[config.mk]
export PLATFORM = sky130hd
export DESIGN_NAME = inject_sched
export DESIGN_NICKNAME = d
export VERILOG_FILES = /design/src/rtl/inject_sched.sv
export SDC_FILE = /design/constraint.sdc
export NUM_CORES = 1
export LEC_CHECK = 0
export ABC_AREA = 1
export CORE_AREA = 2 2 123 95
export CTS_BUF_LIST = sky130_fd_sc_hd__clkbuf_8
export DETAILED_ROUTE_END_ITERATION = 10
export DIE_AREA = 0 0 125 97
export MAX_ROUTING_LAYER = met4
export PLACE_DENSITY = 0.85
export RECOVER_POWER = 50
export SKIP_CTS_REPAIR_TIMING = 1
export SYNTH_ARGS = -nofsm -noshare
export SYNTH_HDL_FRONTEND = slang
export SYNTH_SLANG_ARGS = --single-unit
[constraint.sdc]
create_clock -name clk -period 4.3 [get_ports clk]
set_clock_uncertainty 0.2 [all_clocks]
set_input_delay 0.86 -clock clk [delete_from_list [all_inputs] [get_ports clk]]
set_output_delay 0.86 -clock clk [all_outputs]
set_load 0.05 [all_outputs]
[src/rtl/inject_sched.sv]
// inject_sched: walks NSRC one-shot dataout buffers in turn, funnelling each burst
// through a 4-deep FIFO onto the router injection link with gap, timeout and error tracking.
module inject_sched #(
    parameter int NSRC      = 4,
    parameter int DW        = 20,
    parameter int BURST_LEN = 30,
    parameter int GAP_CYC   = 2,
    parameter int TIMEOUT   = 64
) (
    input  logic                 clk,
    input  logic                 rst,
    input  logic                 go,
    output logic [NSRC-1:0]      src_en,
    input  logic [NSRC-1:0]      src_valid,
    input  logic [NSRC*DW-1:0]   src_data,
    output logic [DW-1:0]        link_data,
    output logic                 link_valid,
    input  logic                 link_ready,
    output logic [2:0]           cur_src,
    output logic                 busy,
    output logic                 all_done,
    output logic [NSRC+1:0]      err_flags
);
    localparam int FDEPTH = 4;
    localparam int WW = $clog2(BURST_LEN + 1);
    localparam int TW = $clog2(TIMEOUT + 1);
    localparam logic [WW-1:0] W_LAST = WW'(BURST_LEN - 1);
    localparam logic [TW-1:0] T_LAST = TW'(TIMEOUT - 1);
    localparam logic [3:0]    G_LAST = 4'(GAP_CYC == 0 ? 0 : GAP_CYC - 1);
    localparam logic [2:0]    S_LAST = 3'(NSRC - 1);

    typedef enum logic [2:0] {IDLE, BURST, GAP, DRAIN, DONE} state_t;
    state_t state, state_nx;

    logic [DW-1:0]   mem [FDEPTH];
    logic [1:0]      wr_ptr, rd_ptr;
    logic [2:0]      count;
    logic [WW-1:0]   wcnt;
    logic [TW-1:0]   tcnt;
    logic [3:0]      gcnt;
    logic            en_q;
    logic [NSRC-1:0] sel;
    logic            active, word, full, pop, push, stray, tout, last_word;

    always_comb begin
        sel        = NSRC'(1) << cur_src;
        active     = state == BURST || state == GAP;
        word       = active && |(src_valid & sel);
        full       = count == 3'(FDEPTH);
        link_valid = count != '0;
        link_data  = link_valid ? mem[rd_ptr] : '0;
        pop        = link_valid && link_ready;
        push       = word && (!full || pop);
        stray      = |(src_valid & (active ? ~sel : {NSRC{1'b1}}));
        tout       = state == BURST && !word && tcnt == T_LAST;
        last_word  = state == BURST && word && wcnt == W_LAST;
        // en_q accounts for the word already requested but not yet landed
        src_en     = (state == BURST && (count + {2'b0, en_q}) < 3'(FDEPTH)) ? sel : '0;
        busy       = state == BURST || state == GAP || state == DRAIN;
        all_done   = state == DONE;
        state_nx   = state;
        unique case (state)
            IDLE:    state_nx = go ? BURST : IDLE;
            BURST:   state_nx = (last_word || tout) ? GAP : BURST;
            GAP:     state_nx = gcnt != G_LAST ? GAP : (cur_src == S_LAST ? DRAIN : BURST);
            DRAIN:   state_nx = count == '0 ? DONE : DRAIN;
            DONE:    state_nx = go ? DONE : IDLE;
            default: state_nx = IDLE;
        endcase
    end

    always_ff @(posedge clk)
        if (push) mem[wr_ptr] <= src_data[cur_src*DW +: DW];

    always_ff @(posedge clk) begin
        if (!rst) begin
            state     <= IDLE;
            wr_ptr    <= '0;
            rd_ptr    <= '0;
            count     <= '0;
            wcnt      <= '0;
            tcnt      <= '0;
            gcnt      <= '0;
            en_q      <= 1'b0;
            cur_src   <= '0;
            err_flags <= '0;
        end else begin
            state     <= state_nx;
            en_q      <= |src_en;
            wr_ptr    <= wr_ptr + 2'(push);
            rd_ptr    <= rd_ptr + 2'(pop);
            count     <= count + 3'(push) - 3'(pop);
            gcnt      <= state == GAP ? gcnt + 4'd1 : '0;
            err_flags <= (state == IDLE && go) ? '0
                       : err_flags | {stray, word && !push, {NSRC{tout}} & sel};
            if (state != BURST && state_nx == BURST) begin
                cur_src <= state == GAP ? cur_src + 3'd1 : '0;
                wcnt    <= '0;
                tcnt    <= '0;
            end else begin
                if (word) wcnt <= wcnt + WW'(1);
                if (state == BURST) tcnt <= word ? '0 : tcnt + TW'(1);
            end
        end
    end
endmodule

==> results.yml <==
sta:
  hold_slack_ps: 246
  finalCriticalPeriod_ps: 3940
  fin_crit_sh_pct: 91.6
  setup_viol: 0
  worst_pin_slew_ps: 1070
  hold_viol_final: 0
  tns_ps: 0
  max_freq_mhz: 254
  slew_headroom_pct: 28.7
  rsz0062_at_grt: "no"
  drv_slew: 0
setup_path:
  worst_setup_path_start_kind: "flip-flop"
  cp_top_family: "buffers and inverters"
  r2r_setup_slack_ps: 940
  worstPathRequired_ps: 3240
  critPathKind: "reg2out"
  worstPathCellList: "nor2_1 > nand2_1 > inv_1 > clkbuf_1 > a21oi_1 > clkdlybuf4s50_1"
  cp.arrival_ps: 2880
  crit_fanout: 12
  max_stage_delay_ps: 740
  endpoint_kind: "primary output"
  cp_slowest_cell: "clkdlybuf4s50_1"
  critical_path_buf_inv_count: 3
placed_design:
  routabilityCongestion: 0.994
  placed_cell_area_um2: 7070
  io_buffers: 123
  hpwl_mm: 10.7
  dp.cells: 905
cts:
  insertion_delay_ps: 430
  cts_buffer_depth: 2
  clkTransAtPathRegs_ps: 70
  root_buffer: "clkbuf_8"
  cts-htree-levels: 4
  clock_sinks: 116
  cts_tree: "built"
  numCtsBuffers: 17
pwr:
  peakVddDrop_mv: 0.283
  p_leak_nw: 2.80
  powerDensity_nw_per_um2: 551
yosys:
  syn_inst: 659
  synth_xor_area_share_pct: 1.39
  synth_top_family_by_area: "simple AND/OR/NAND/NOR gates"
  synthAdderAreaFrac_pct: 3.22
  synthMuxAreaShare_pct: 0
  synth-simple-area-share_pct: 21.7
  synth_cell_types: 29
  synth_flop_cell: "edfxtp_1"
  syn-num-nets: 761
  yosys_warnings: 0
  ys_ff_latch: 116
  yosysSeqAreaShare_pct: 55.1
  synth_compound_area_share_pct: 13.2
  syn_area_per_cell_um2: 8.60
  syn_area_um2: 5670
  synth-async-reset-ratio_pct: 0
  synth_edf_count: 80
die:
  boundaryPins: 124
  dieArea_um2: 12100
  die_h_um: 97
  start_util_pct: 52.4
  design.core.area_um2: 10800
  rows: 33
  die_w_um: 125
final_layout:
  fillers: 836
  diodes: 0
  fin_area_um2: 7430
  layout-drive-gt1-share_pct: 7.53
  layout.nets: 886
  synthToLayoutAreaGrowth_pct: 31.1
  final_common_cell: "nor2_1"
  final_cells: 937
  mostFrequentLayoutCells: "nor2_1 (205), clkdlybuf4s50_1 (110), o21ai_0 (87), edfxtp_1 (80), a21oi_1 (55)"
grt:
  grt_use_total_pct: 25.8
  antenna_found_initial: 0
  grt_first_pass_wirelength_mm: 24.1
  grt.overflow.total: 0
  grt_max_degree: 42
  grt_pass1_vias: 5037
run_status:
  status: "finished clean"
route:
  post_drt_wl_per_cell_um: 16.0
  drt_iter0_drc: 480
  dr.pass1.iters: 5
  wirelength_mm: 15.0
  ant_nets: 0
  wl_met3_mm: 1.42
  wl_met1_mm: 6.35
  drc_errors: 0
  vias_per_cell: 5.43
  wl_met2_mm: 7.00
  top_layer_used: "met4"
  vias: 5092
flow_run:
  maxCapViolations: 0
min_path:
  hold_path.class: "reg2reg"
==> layer usage <==
metal  vias to the layer above  global-route usage, %
met5                         -                      -
met4                         0                   7.18
met3                        32                   8.46
met2                       258                   39.8
met1                      2357                   33.1
li1                       2445                      -
==> cells in the mapped netlist, types with 2 or more instances <==
cell / number / share of area [%]
nand2_4: 2 / 0.40
nor2_1: 203 / 13
clkbuf_1: 29 / 1.9
o211ai_1: 2 / 0.26
nand4_1: 2 / 0.22
a21oi_1: 55 / 4.9
inv_2: 3 / 0.20
nor2_2: 3 / 0.33
inv_1: 44 / 2.9
nor3_1: 9 / 0.79
nand3_1: 17 / 1.5
edfxtp_1: 80 / 42
o21ai_0: 87 / 7.7
dfxtp_1: 36 / 13
xor2_1: 5 / 0.77
buf_1: 2 / 0.13
or2_2: 2 / 0.22
nand2_2: 5 / 0.55
xnor2_1: 4 / 0.62
nand3_2: 5 / 0.88
nand2_1: 43 / 2.8
ha_1: 13 / 2.9
nor3_2: 2 / 0.35
==> metrics by stage <==
step / power, W / setup WS [ps] / utilization [%]
floorplan: 0.00247 / 371 / -
global placement: 0.00301 / 1080 / 65.3
detailed placement: 0.00306 / 955 / 65.3
CTS: 0.00412 / 560 / 69.2
global route: 0.00427 / 204 / 68.7
finish: 0.00410 / 362 / 68.7
==> cells by family after synthesis <==
group                    Yosys count
AND/OR/NAND/NOR                  294
AO/OA/AOI/OAI                    147
adder cells (fa/ha/maj)           14
flip-flops                       116
buffers and inverters             79
XOR/XNOR                           9
==> area by class of cell <==
cell class	count	area, um^2	share of cell area (%)
clock buffers	17	234	3.15
clock inverters	15	186	2.51
inverters	47	176	2.37
multi-input cells	464	2210	29.8
flip-flops and latches	116	3120	42.0
well taps	140	175	2.36
repair buffers	138	1320	17.8
==> power by group <==
group | internal (W) | switching [W] | leakage (nW)
combinational | 0.000519 | 0.00119 | 1.57
clock | 0.000626 | 0.000446 | 0.212
sequential | 0.00128 | 0.0000340 | 1.02
total | 0.00243 | 0.00167 | 2.80
==> registers in the layout, summed over array words and instances (netlist names) <==
register	cells
count	3
cur_src	3
en_q	1
err_flags	6
gcnt	4
mem	80
rd_ptr	2
state	3
tcnt	7
wcnt	5
wr_ptr	2
==> worst register-to-register path: stages (launching register included) <==
cell      delay (ps)
dfxtp_1          650
inv_1            330
ha_1             330
nand3_1           90
nand2_1           70
clkinv_1          60
nand2_2           60
nand2_1          260
inv_1            120
o21ai_0          190
ha_1             190
inv_1             50
fa_1             380
nor3_1           220
nor2_1            80
==> final timing paths <==
check / from / endpoint / cells past startpoint
max: count[1]$_SDFF_PN0_ / link_data[14] / 6
min: err_flags[3]$_SDFF_PP0_ / err_flags[3]$_SDFF_PP0_ / 2
max reg2reg: cur_src[0]$_SDFFE_PN0P_ / count[2]$_SDFF_PN0_ / 14
min reg2reg: err_flags[3]$_SDFF_PP0_ / err_flags[3]$_SDFF_PP0_ / 2
No activity file was read; power rests on OpenSTA's default activity.
